## src/rtl/one_wire_pkg.sv

```systemverilog
// Shared types, constants and helpers for the 1-wire CRC engine.
package one_wire_pkg;

  typedef enum logic [1:0] {
    IDLE,
    SHIFT,
    DONE
  } state_t;

  localparam logic [7:0]  POLY_DALLAS8 = 8'h31;
  localparam logic [15:0] POLY_CRC16   = 16'h8005;

  // Reverse the lowest 'width' bits of 'value'; bits above 'width' come back as zero.
  function automatic logic [31:0] bitrev(input logic [31:0] value, input int width);
    logic [31:0] result;
    result = '0;
    for (int i = 0; i < 32; i++) begin
      if (i < width) begin
        result[i] = value[width-1-i];
      end
    end
    return result;
  endfunction

endpackage

```

## src/rtl/one_wire_crc_lfsr.sv

```systemverilog
// One-bit CRC next-state function. Reflected (LSB-first) or normal (MSB-first) form.
module one_wire_crc_lfsr
  import one_wire_pkg::*;
#(
  parameter int                   CRC_WIDTH = 8,
  parameter logic [CRC_WIDTH-1:0] CRC_POLY  = CRC_WIDTH'(POLY_DALLAS8),
  parameter int                   REFLECT   = 1
) (
  input  logic [CRC_WIDTH-1:0] crc,
  input  logic                 data_bit,
  output logic [CRC_WIDTH-1:0] crc_next
);

  localparam logic [CRC_WIDTH-1:0] POLY_REV = CRC_WIDTH'(bitrev(32'(CRC_POLY), CRC_WIDTH));

  logic feedback;

  // Shift the register one bit and fold in the polynomial when the feedback bit is set.
  always_comb begin
    feedback = 1'b0;
    crc_next = crc;
    if (REFLECT != 0) begin
      feedback = crc[0] ^ data_bit;
      crc_next = (crc >> 1) ^ (feedback ? POLY_REV : '0);
    end else begin
      feedback = crc[CRC_WIDTH-1] ^ data_bit;
      crc_next = (crc << 1) ^ (feedback ? CRC_POLY : '0);
    end
  end

endmodule

```

## src/rtl/one_wire_crc_engine.sv

```systemverilog
// Bit-serial CRC generator/checker with a valid/ready bit interface and frame-length counter.
module one_wire_crc_engine
  import one_wire_pkg::*;
#(
  parameter int                   CRC_WIDTH     = 8,
  parameter logic [CRC_WIDTH-1:0] CRC_POLY      = CRC_WIDTH'(POLY_DALLAS8),
  parameter logic [CRC_WIDTH-1:0] CRC_INIT      = '0,
  parameter int                   REFLECT       = 1,
  parameter int                   DATA_BITS     = 56,
  parameter logic [CRC_WIDTH-1:0] CHECK_RESIDUE = '0
) (
  input  logic                 clk,
  input  logic                 rst,
  input  logic                 start,
  input  logic                 check_mode,
  input  logic                 abort,
  input  logic                 bit_valid,
  input  logic                 bit_data,
  output logic                 bit_ready,
  output logic                 busy,
  output logic [CRC_WIDTH-1:0] crc_data,
  output logic                 crc_valid,
  output logic                 crc_match
);

  localparam int CNT_W = $clog2(DATA_BITS + CRC_WIDTH + 1);
  localparam logic [CNT_W-1:0] LEN_PLAIN = CNT_W'(DATA_BITS);
  localparam logic [CNT_W-1:0] LEN_CHECK = CNT_W'(DATA_BITS + CRC_WIDTH);
  localparam logic [CNT_W-1:0] CNT_ONE   = CNT_W'(1);

  state_t               state;
  state_t               state_next;
  logic [CNT_W-1:0]     bit_count;
  logic [CRC_WIDTH-1:0] crc_reg;
  logic [CRC_WIDTH-1:0] crc_next;
  logic                 match_reg;
  logic                 load;
  logic                 accept;
  logic                 done_pulse;

  one_wire_crc_lfsr #(
    .CRC_WIDTH(CRC_WIDTH),
    .CRC_POLY (CRC_POLY),
    .REFLECT  (REFLECT)
  ) u_lfsr (
    .crc     (crc_reg),
    .data_bit(bit_data),
    .crc_next(crc_next)
  );

  // State register; reset wins over everything.
  always_ff @(posedge clk) begin
    if (rst) begin
      state <= IDLE;
    end else begin
      state <= state_next;
    end
  end

  // Next state and per-cycle strobes; abort overrides start, and start in SHIFT/DONE restarts the frame.
  always_comb begin
    state_next = state;
    load       = 1'b0;
    accept     = 1'b0;
    done_pulse = 1'b0;
    case (state)
      IDLE: begin
        if (start) begin
          load       = 1'b1;
          state_next = SHIFT;
        end
      end
      SHIFT: begin
        if (start) begin
          load = 1'b1;
        end else if (bit_valid) begin
          accept = 1'b1;
          if (bit_count == CNT_ONE) begin
            state_next = DONE;
          end
        end
      end
      DONE: begin
        state_next = IDLE;
        if (start) begin
          load       = 1'b1;
          state_next = SHIFT;
        end else begin
          done_pulse = 1'b1;
        end
      end
      default: state_next = IDLE;
    endcase
    if (abort) begin
      state_next = IDLE;
      load       = 1'b0;
      accept     = 1'b0;
      done_pulse = 1'b0;
    end
  end

  // CRC register, remaining-bit counter and match flag; the match is captured with the last bit so it is valid alongside crc_valid.
  always_ff @(posedge clk) begin
    if (rst) begin
      crc_reg   <= CRC_INIT;
      bit_count <= '0;
      match_reg <= 1'b0;
    end else if (abort) begin
      match_reg <= 1'b0;
    end else if (load) begin
      crc_reg   <= CRC_INIT;
      bit_count <= check_mode ? LEN_CHECK : LEN_PLAIN;
      match_reg <= 1'b0;
    end else if (accept) begin
      crc_reg   <= crc_next;
      bit_count <= bit_count - CNT_ONE;
      if (bit_count == CNT_ONE) begin
        match_reg <= (crc_next == CHECK_RESIDUE);
      end
    end
  end

  assign bit_ready = (state == SHIFT);
  assign busy      = (state != IDLE);
  assign crc_data  = crc_reg;
  assign crc_valid = done_pulse & ~rst;
  assign crc_match = match_reg;

endmodule

```

## config.mk

```make
export PLATFORM = sky130hd
export DESIGN_NAME = one_wire_crc_engine
export DESIGN_NICKNAME = d
export VERILOG_FILES = /design/src/rtl/one_wire_pkg.sv /design/src/rtl/one_wire_crc_lfsr.sv /design/src/rtl/one_wire_crc_engine.sv
export SDC_FILE = /design/constraint.sdc
export NUM_CORES = 1
export LEC_CHECK = 0
export ABC_AREA = 1
export BUFFER_PORTS_ARGS = -buffer_cell sky130_fd_sc_hd__buf_4
export CORE_ASPECT_RATIO = 1.5
export CORE_UTILIZATION = 35
export CTS_CLUSTER_SIZE = 40
export DETAILED_ROUTE_END_ITERATION = 12
export GPL_ROUTABILITY_DRIVEN = 0
export HOLD_SLACK_MARGIN = 0.02
export PLACE_DENSITY = 0.63
export SYNTH_ARGS = -nofsm -noshare
export SYNTH_HDL_FRONTEND = slang
export SYNTH_SLANG_ARGS = --single-unit
```

## constraint.sdc

```tcl
create_clock -name clk -period 1.38 [get_ports clk]
set_input_delay 0.069 -clock clk [delete_from_list [all_inputs] [get_ports clk]]
set_output_delay 0.069 -clock clk [all_outputs]
set_load 0.02 [all_outputs]
```

Yosys cells after proc, flatten, opt, wreduce, memory -nomap -nowiden
Cells that the tools add are included.
{ "word_totals": {"mem_count": 0, "output_inout_bits": 12, "ram_bits": 0, "latchBits": 0, "reg_bits": 18, "elab_cells": 49, "in_bits": 7, "rom_bits": 0} }
{ "op_classes": {"bitwise_logic": 5, "n_shift": 0, "mux": 22, "reduce_logical": 10, "eq_ne": 7, "n_mul": 0, "addsub": 1, "magnitude_cmp": 0, "div": 0} }
{ "op_table": {"columns": ["cell", "count"], "rows": [
  ["$mux 8", 3],
  ["$mux 7", 3],
  ["$mux 1", 11],
  ["$logic_not 8->1", 1],
  ["$mux 2", 4],
  ["$xor 7x8->8", 1],
  ["$eq 7x1->1 const B", 1],
  ["$sub 7x1->7 const B", 1],
  ["$ne 2x2->1 const B", 3],
  ["$pmux 2 s3", 1],
  ["$reduce_or 3->1", 2],
  ["$reduce_and 2->1", 2],
  ["$reduce_and 4->1", 1],
  ["$reduce_bool 2->1", 2],
  ["$eq 2x1->1 const B", 1],
  ["$eq 2x2->1 const B", 1],
  ["$logic_not 2->1", 1],
  ["$ne 2x1->1 const B", 1],
  ["$not 1->1", 2],
  ["$reduce_or 2->1", 1],
  ["$and 1x1->1", 1],
  ["$xor 1x1->1", 1]
]} }

Depth between registers and ports, before layout
{ "depth": {"ltp_word": 6, "mapped_depth": 8, "ltp_nobuf": 8} }

Modules after synthesis
Synthesis repeated with hierarchy kept, for this count alone.
{ "hier_totals": {"hier_cells": 153, "hier_area_um2": 1078.5} }
{ "modules_own_cells": {"columns": ["mod", "cells_each", "n_inst", "area_each_um2", "seq_area_each_um2"], "rows": [
  ["one_wire_crc_engine", 132, 1, 972.2, 360.3],
  ["one_wire_crc_lfsr", 21, 1, 106.4, 0.0]
]} }

Least setup slack after synthesis
OpenSTA, ideal clock, no wires.
{ "synth_timing": {"path_type": "reg2reg", "from": "reg bit_count[0]", "to": "reg bit_count[6]", "period_less_slack_ns": 1.129, "setup_time_ns": 0.132, "t_required_ns": 1.248, "path_buffers": 0, "arrival_time_ns": 0.997, "path_stages_with_launch": 9, "setup_slack_ns": 0.251, "cell_sequence": "dfxtp_1 > inv_1 > ha_1 > inv_1 > nor2_1 > nand2_1 > nand3_1 > nand2_1 > a21oi_1"} }
{ "synth_between": {"elab_chain_len": 3} }
{ "synth_rtl": {"columns": ["element", "line_no", "source"], "rows": [
  ["from (decl)", "one_wire_crc_engine.sv:33", "logic [CNT_W-1:0] bit_count;"],
  ["from (signal assigned)", "one_wire_crc_engine.sv:112", "bit_count <= check_mode ? LEN_CHECK : LEN_PLAIN;"],
  ["from (signal assigned)", "one_wire_crc_engine.sv:116", "bit_count <= bit_count - CNT_ONE;"],
  ["$sub 7x1->7", "one_wire_crc_engine.sv:116", null],
  ["$mux 7", "one_wire_crc_engine.sv:114", "end else if (accept) begin"],
  ["$mux 7", "one_wire_crc_engine.sv:110", "end else if (load) begin"]
]} }
No other way between the ends. The select of a mux whose other input is x is not followed.
A chain may end at the register's enable or synchronous reset.

Final worst setup path
Ends and elaborated chain as after synthesis.

==> metrics.cfg <==
[status]
status=finished, final reports clean

[layout]
num_antenna_cells=0
final_common_cell=nand2_1
fill_cells=288
regArea_um2=361.6
multiInputGateArea_um2=516.7
area_delta_synth_final_pct=19.77
drive_gt1_share_pct=21.38
instances_no_fill=196
fin_util_pct=43.90
finalNetCount=170
final_cell_mix=nand2_1 (25), nand3_1 (21), nor2_1 (18), buf_4 (18), dfxtp_1 (17)

[clocking]
cts_root_buf=clkbuf_8
htreeDepth=1
numCtsBuffers=3
insertion_delay_ps=250
cts_tree=yes
clkSinkCount=18
cts_max_path_buffers=2
path_clk_slew_ps=70
post_cts_buffers=0

[global_routing]
grt_use_met1_pct=19.44
met3_usage_pct=1.626
busiest_layer=met2
grt_pass1_wl_um=3815
antenna_found_initial=0
first_global_vias=910
grt_use_total_pct=17.09
use_met2_pct=30.07
overflow=0
grt_max_degree=17

[power_and_ir_drop]
sequentialPowerShare_pct=51.3
p_int_mw=0.7793
peakVddDrop_mv=0.6389
finalPower_mw=1.059
p_leak_nw=0.5495
p_sw_share_pct=26.44
p_comb_share_pct=13.6
p_per_area_nw_per_um2=901.6
clkPwrFrac_pct=35.1
switchingPower_mw=0.2800

[routing]
avgRoutedWirePerCell_um=11.32
drc=0
routed_wl_um=2218
vias=961
drt_iter0_markers=18
vias_per_cell=4.903
dr.pass1.iters=4
ant_nets=0

[synth]
synth.avg_cell_area_um2=6.957
mappedNetlistArea_um2=980.9
synth_nets=150
yosysWarnings=0
yosysUniqueCellTypes=24
ys_ff_latch=18
yosysSeqAreaShare_pct=36.73
synthCells=141

[place]
dp_cells=193
placement.io_buffers=18
dpl.hpwl_um=1632
pre_cts_ws_ps=110.2

[timing]
rsz0062_at_grt=no
final-setup-viol-count=0
setup_tns_ps=0
fmax_mhz=785.8
finClkSkew_ps=1.889
tightest_slew_ps=217.7
drv_slew=0
period_needed_ps=1273
hold_viol=0
relSlewSlack_pct=85.43
finalCritPeriodShare_pct=92.21
setup_slack_ps=107.5

[hold_path]
holdPathStages=2
hp-class=input pin to flop

[floorplanning]
fp-row-count=23
fp.dieH_um=66.84
core-area_um2=2676
dieArea_um2=3023
die_w_um=45.23
initial_core_util_pct=36.65
io_pins=19

[setup_path]
cp-end-kind=flop
path_cells=inv_1, ha_1, inv_1, nor2_1, nand2_1, nand3_1, nand2_1, a21oi_1
path_max_fanout=4
arrival_ps=1460
crit_slowest_cell=dfxtp_2
cp_data_required_time_ps=1570
crit_cells=8
crit_family=simple AND/OR/NAND/NOR gates
max_stage_delay_ps=340
path_class=flop to flop
reg2reg_depth=8
worst-path-buf-inv=2
cp-start-kind=flop

[flow_run]
drv_cap=0

## worst paths after layout
path                               endpoint                 startpoint  slack (ps)
setup / recovery  bit_count[6]$_SDFFE_PP0P_  bit_count[0]$_SDFFE_PP0P_         110
hold / removal     crc_data[6]$_SDFFE_PP0P_                        rst          80
setup reg to reg  bit_count[6]$_SDFFE_PP0P_  bit_count[0]$_SDFFE_PP0P_         110
hold reg to reg   bit_count[0]$_SDFFE_PP0P_  bit_count[0]$_SDFFE_PP0P_         450
## area by class of cell
| type | instances | area share (%) |
|---|---|---|
| Sequential cell | 18 | 30.78 |
| Tap cell | 37 | 3.940 |
| Inverter | 19 | 6.283 |
| Clock buffer | 3 | 3.514 |
| Timing Repair Buffer | 18 | 11.50 |
| Multi-Input combinational cell | 101 | 43.98 |
## power by group through the flow
stage	registers (mW)	logic (mW)	clock network, mW
finish	0.544	0.144	0.372
floorplan	0.553	0.103	0
global placement	0.555	0.141	0
global route	0.546	0.162	0.402
CTS	0.543	0.144	0.378
detailed placement	0.555	0.144	0
## registers in the layout, summed over array words and instances, names as in the netlist
| register | flops |
|---|---|
| crc_data | 8 |
| state | 2 |
| crc_match | 1 |
| bit_count | 7 |
## Yosys cell counts (all sizes together)
library cell / number / area [µm²]
nand2: 30 / 135.1
nand3: 21 / 105.1
inv: 19 / 73.83
nor2: 19 / 78.82
dfxtp: 18 / 360.4
a21oi: 14 / 73.82
o21ai: 7 / 35.03
nor3: 3 / 25.02
buf: 2 / 26.27
ha: 2 / 25.02
xor2: 2 / 17.52
clkbuf: 1 / 3.750
nand3b: 1 / 7.510
nand4: 1 / 6.260
o21a: 1 / 7.510
## routing by layer
metal / vias to the layer above / share of wire [%]
met4: 0 / 1.5
met1: 446 / 45
met5: - / 0
met3: 4 / 2.8
li1: 495 / -
met2: 16 / 50
## kinds of logic (layout without fill, tap and decap cells)
kind of cell    Yosys count  after routing  share of synthesized area, %
buf+inv                  22             40                         10.59
fa+ha+maj                 2              2                         2.551
compound gates           22             22                         11.86
xor+xnor                  2              2                         1.786
simple gates             75             75                         36.48
flops                    18             18                         36.74
## repair_timing
action | in CTS | in global routing
setup endpoints to repair | 0 | 1
hold buffers | 0 | 0
resized for setup | 0 | 1
## worst reg2reg max path, cell delays in order, from the launching register on
cell	delay [ps]
dfxtp_2	340
inv_1	120
ha_1	190
inv_1	90
nor2_1	160
nand2_1	70
nand3_1	80
nand2_1	50
a21oi_1	110
## metrics by stage
step / area, µm² / hold slack [ps]
after global routing: 1175 / 77.13
after CTS: 1174 / 76.88
after detailed placement: 1132 / 347.4
after floorplan: 980.9 / 221.1
final: 1175 / 81.27
after global placement: 1132 / 345.0
Note: power is estimated with default switching activity, not from simulation.
